## src/rtl/alu_seq_pkg.sv

```systemverilog
// Shared definitions for alu_seq: opsel codes, FSM states, flag bit positions and the
// multi-cycle opsel window (16..23 map onto their single-step base op at +8).
package alu_seq_pkg;

  typedef enum logic [1:0] {
    StIdle,
    StExec,
    StIter,
    StResp
  } alu_seq_state_e;

  // Flag bit positions within a 4-bit flag vector
  localparam int unsigned FlagZf = 3;
  localparam int unsigned FlagNf = 2;
  localparam int unsigned FlagCf = 1;
  localparam int unsigned FlagOf = 0;

  // Opsel codes of the shared ALU
  localparam logic [4:0] ALU_ADD     = 5'd0;
  localparam logic [4:0] ALU_SUB     = 5'd1;
  localparam logic [4:0] ALU_AND     = 5'd2;
  localparam logic [4:0] ALU_OR      = 5'd3;
  localparam logic [4:0] ALU_XOR     = 5'd4;
  localparam logic [4:0] ALU_SHORT_A = 5'd6;
  localparam logic [4:0] ALU_SHORT_B = 5'd7;
  localparam logic [4:0] ALU_LSL_M   = 5'd16;
  localparam logic [4:0] ALU_RSL_M   = 5'd17;
  localparam logic [4:0] ALU_ASR_M   = 5'd18;
  localparam logic [4:0] ALU_LSL     = 5'd24;
  localparam logic [4:0] ALU_RSL     = 5'd25;
  localparam logic [4:0] ALU_ASR     = 5'd26;

  localparam logic [4:0] MultiLo     = 5'd16;
  localparam logic [4:0] MultiHi     = 5'd23;
  localparam logic [4:0] MultiOffset = 5'd8;

  function automatic logic is_multi(input logic [4:0] op);
    return (op >= MultiLo) && (op <= MultiHi);
  endfunction

endpackage

```

## src/rtl/alu_seq.sv

```systemverilog
// Sequencer that drives an external shared ALU, single-step or iterated by one per cycle.
// Define ALU_SEQ_ABORT_EN to add the abort input that cancels an operation in EXEC/ITER.
module alu_seq
  import alu_seq_pkg::*;
#(
  parameter int unsigned CNT_W = 4
) (
  input  logic        clk,
  input  logic        rst,
`ifdef ALU_SEQ_ABORT_EN
  input  logic        abort,
`endif
  input  logic        req_valid,
  output logic        req_ready,
  input  logic [4:0]  req_op,
  input  logic [15:0] req_a,
  input  logic [15:0] req_b,
  output logic        rsp_valid,
  input  logic        rsp_ready,
  output logic [15:0] rsp_res,
  output logic [3:0]  rsp_flags,
  output logic [3:0]  flags_q,
  output logic [15:0] alu_srcA,
  output logic [15:0] alu_srcB,
  output logic [4:0]  alu_opsel,
  output logic [3:0]  alu_flags,
  input  logic [15:0] alu_res,
  input  logic [3:0]  alu_flag_next,
  input  logic        alu_ready
);

  alu_seq_state_e   state_q;
  logic [4:0]       op_q;
  logic [15:0]      a_q;
  logic [15:0]      b_q;
  logic [CNT_W-1:0] cnt_q;
  logic [15:0]      work_q;
  logic [3:0]       wflags_q;
  logic             abort_w;

`ifdef ALU_SEQ_ABORT_EN
  assign abort_w = abort;
`else
  assign abort_w = 1'b0;
`endif

  // Gated by rst so no request looks accepted while reset is held
  assign req_ready = rst && (state_q == StIdle);
  assign rsp_valid = (state_q == StResp);

  always_ff @(posedge clk) begin
    if (!rst) begin
      state_q   <= StIdle;
      op_q      <= '0;
      a_q       <= '0;
      b_q       <= '0;
      cnt_q     <= '0;
      work_q    <= '0;
      wflags_q  <= '0;
      rsp_res   <= '0;
      rsp_flags <= '0;
      flags_q   <= '0;
    end else begin
      unique case (state_q)
        StIdle: begin
          if (req_valid) begin
            op_q    <= req_op;
            a_q     <= req_a;
            b_q     <= req_b;
            cnt_q   <= req_b[CNT_W-1:0];
            state_q <= StExec;
          end
        end
        StExec: begin
          if (abort_w) begin
            state_q <= StIdle;
          end else if (is_multi(op_q)) begin
            if (cnt_q == '0) begin
              // Zero count: the operand passes through untouched, flags unchanged
              rsp_res   <= a_q;
              rsp_flags <= flags_q;
              state_q   <= StResp;
            end else begin
              work_q   <= a_q;
              wflags_q <= flags_q;
              state_q  <= StIter;
            end
          end else if (alu_ready) begin
            rsp_res   <= alu_res;
            rsp_flags <= alu_flag_next;
            flags_q   <= alu_flag_next;
            state_q   <= StResp;
          end
        end
        StIter: begin
          if (abort_w) begin
            state_q <= StIdle;
          end else if (alu_ready) begin
            work_q   <= alu_res;
            wflags_q <= alu_flag_next;
            cnt_q    <= cnt_q - CNT_W'(1);
            if (cnt_q == CNT_W'(1)) begin
              rsp_res   <= alu_res;
              rsp_flags <= alu_flag_next;
              flags_q   <= alu_flag_next;
              state_q   <= StResp;
            end
          end
        end
        StResp: begin
          if (rsp_ready) begin
            state_q <= StIdle;
          end
        end
        default: state_q <= StIdle;
      endcase
    end
  end

  always_comb begin
    alu_opsel = ALU_SHORT_B;
    alu_srcA  = '0;
    alu_srcB  = '0;
    alu_flags = '0;
    unique case (state_q)
      StExec: begin
        if (!is_multi(op_q)) begin
          alu_opsel = op_q;
          alu_srcA  = a_q;
          alu_srcB  = b_q;
          alu_flags = flags_q;
        end
      end
      StIter: begin
        alu_opsel = op_q + MultiOffset;
        alu_srcA  = work_q;
        alu_srcB  = 16'd1;
        alu_flags = wflags_q;
      end
      default: ;
    endcase
  end

endmodule

```

## config.mk

```make
export PLATFORM = sky130hd
export DESIGN_NAME = alu_seq
export DESIGN_NICKNAME = d
export VERILOG_FILES = /design/src/rtl/alu_seq_pkg.sv /design/src/rtl/alu_seq.sv
export SDC_FILE = /design/constraint.sdc
export NUM_CORES = 1
export LEC_CHECK = 0
export ABC_CLOCK_PERIOD_IN_PS = 2400
export BUFFER_PORTS_ARGS = -buffer_cell sky130_fd_sc_hd__buf_2
export CAP_MARGIN = 5
export CORE_MARGIN = 2
export CORE_UTILIZATION = 52
export DETAILED_ROUTE_END_ITERATION = 16
export PLACE_DENSITY = 0.85
export SYNTH_ARGS = -nofsm -noshare
export SYNTH_HDL_FRONTEND = slang
export SYNTH_SLANG_ARGS = --single-unit
```

## constraint.sdc

```tcl
create_clock -name clk -period 2.4 [get_ports clk]
set_input_delay 0.12 -clock clk [delete_from_list [all_inputs] [get_ports clk]]
set_output_delay 0.12 -clock clk [all_outputs]
set_load 0.05 [all_outputs]
```

==> out/summary.txt <==
outcome = finished with violations
failing checks = negative setup slack
DRT met1 WL = 5310 um
GR Util All Layers = 25.1%
proportion of layout cells with a drive suffix above 1 = 34.7%
FMAX = 0.413 GHz
initial core utilization = 52.8%
worst reg2reg endpoint = rsp_res[2]
sw power = 3600 uW
Worst Hold End = a_q[3]
LEAKAGE = 0.00300 uW
WS Path Type = reg2out
Max Used Layer = met4
Gate power share = 57.4%
fillcell total = 631
Slew Viols, Final = 0
Iteration-0 DRC Markers = 209
Core Rows = 34
R2R depth = 8
grt total ovfl = 0
Met3 Routed Length = 848 um
clk slew on worst S/H paths = 90 ps
Seq cells post-synth = 87
Die H = 97.2 um
number of flops mapped to enable cells by yosys = 0
FFs w/ async S/R, synth = 0%
setup violators final = 3
power density over cell area = 1250 nW/um^2
dpl cells = 722
Top FF cell, synth = dfxtp_1
library cells used by synthesis = 46
core area = 8550 um^2
area of the die = 9450 um^2
Die X = 97.2 um
Hold Path Stages = 3
pre-CTS WS = 180 ps
Syn Std Cell Area = 4520 um^2
Sw Share = 47.6%
GPL Wtd Cong = 0.797
worst setup margin = -20.6 ps
H-tree levels = 3
Clk pwr share = 14.1%
initial antenna violation count = 0
IR drop worst, VDD = 0.614 mV
commonest non-fill, non-tap cell in the layout = nand2_1
drc violations = 0
# nets final = 707
largest net degree at the start of global routing = 49
RSZ-0062 raised after global routing = true
antenna cells = 0
Setup crit end kind = output port
Mapped Avg Cell Area = 8.84 um^2
Worst Path Required = 2280 ps
Max transition margin = 44.5%
syn nets = 581
number of CTS-inserted buffers = 9
sequential share of the synthesized area = 38.6%
clock skew = 12.6 ps
clk root buf = clkbuf_8
drt total wl = 12800 um
clk sink count = 87
clock buffer depth = 2
CP Max Fanout = 7
first-pass GRT wire length = 19700 um
HP Class = in2reg
maxcap violations = 0
CTS tree = yes
worst reg2reg path startpoint = state_q[0]
Avg WL per Cell = 17.1 um
most frequent cells in the layout = nand2_1, buf_2, dfxtp_1
IO Pins = 129
fin crit share = 101%
yosys warns = 0
Period minus WS final = 2420 ps
Cells after Synth = 511
DRT antenna net count = 0
drt pass-1 iters = 4
Final Hold Viols = 0
Vias = 4322
dpl hpwl = 8060 um
Reg power frac = 28.5%
area growth from synthesis to layout = 34.1%
Power Internal = 3970 uW
WL met2 = 6440 um
CP startpoint kind = flip-flop
worst skew pair latency = 360 ps
worst endpoint data arrival time = 2300 ps
Post-Layout Cell Count = 750
worst reg2reg setup slack = 220 ps
port bufs = 128
Least-Margin Pin Slew = 832 ps
vias per std cell = 5.76
startpoint of the worst hold path = req_a[3]
vias in the first global route = 4136
==> stage by stage <==
step                      total power [uW]  cell area [um^2]  util, %  setup TNS [ps]  hold WS, ps
after floorplan                       5140              4550        -               0          265
after global placement                5930              5290     61.9               0          369
after global routing                  8000              6060     70.8           -1550         15.5
final                                 7580              6060     70.8           -42.1         12.8
after detailed placement              6080              5290     61.9               0          380
after CTS                             7200              5660     66.2           -2.30        0.627
==> worst max-delay path by stage <==
stage | slack [ps] | depth (start not counted) | end | from
after CTS | -2 | 8 | alu_srcA[7] | op_q[4]
after floorplan | 100 | 7 | alu_srcA[11] | state_q[0]
final | -20 | 9 | alu_srcA[12] | op_q[4]
after detailed placement | 180 | 6 | work_q[8] | op_q[4]
after global placement | 290 | 8 | alu_srcA[0] | op_q[4]
after global routing | -90 | 9 | alu_srcA[12] | op_q[4]
==> final cells by class <==
class / instances / area, um^2 / area share (%)
Clock buffer: 11 / 141 / 2.33
Clock inverter: 5 / 65.1 / 1.07
Inverter: 8 / 30.0 / 0.496
Multi-Input combinational cell: 374 / 2730 / 45.1
Sequential cell: 87 / 1750 / 28.9
Tap cell: 108 / 135 / 2.23
Timing Repair Buffer: 157 / 1200 / 19.9
==> cell families after synthesis <==
logic type                 count (synthesis)  synth area share (%)
DFF                                       87                  38.6
muxes                                     44                  9.75
AOI/OAI and AO/OA                        131                  24.0
and+or+nand+nor                          191                  20.3
buffers and inverters                     50                  5.18
adders and majority gates                  8                  2.22
==> layer usage <==
metal  vias to the layer above  global-route usage, %
met5                         -                      0
met4                         0                   8.02
met3                        22                   6.19
met2                       174                   41.8
met1                      2067                   32.0
li1                       2059                      -
==> power groups by stage <==
| stage | clock network [uW] | logic [uW] | registers [uW] |
|---|---|---|---|
| 3_5_place_dp | 0 | 3930 | 2150 |
| 3_3_place_gp | 0 | 3810 | 2120 |
| 5_1_grt | 1130 | 4670 | 2200 |
| 4_1_cts | 1080 | 4000 | 2120 |
| 6_report | 1070 | 4350 | 2160 |
| 2_1_floorplan | 0 | 2530 | 2610 |
==> sequential cells by signal, indices dropped and copies added (netlist names) <==
register	flops
a_q	16
b_q	16
rsp_res	16
work_q	16
op_q	5
cnt_q	4
flags_q	4
rsp_flags	4
wflags_q	4
state_q	2
==> what timing repair did <==
item,CTS,global route
hold endpoints to repair,5,0
hold buffers,5,0
gates cloned,0,3
pin swaps,0,5
buffers inserted,0,4
setup endpoints to repair,37,37
gates resized for setup,43,70
==> synthesized netlist by cell type (7+ instances only) <==
cell       n  area [um^2]
clkbuf_1  24         90.1
ha_1       8          100
inv_1      7         26.3
o211a_1   40          400
a21oi_1    9         45.0
buf_2      7         35.0
mux2i_1   44          440
a21boi_0  37          278
dfxtp_1   87         1740
nand2_1   99          372
and3_1    15         93.8
o21ai_0    9         45.0
nor2_1    10         37.5
nor2b_1   28          175
a22oi_1   21          158
nand3_1   20          100
==> worst max-delay path, cell delays in order (launching register included) <==
cell       delay (ps)
dfxtp_4           410
ha_4              150
and2b_2           240
a22o_4            300
nor2_4            130
buf_12            140
clkbuf_16         150
a22oi_2            50
nor2b_1           180
buf_6             180
Power figures use the tool's default switching activity.
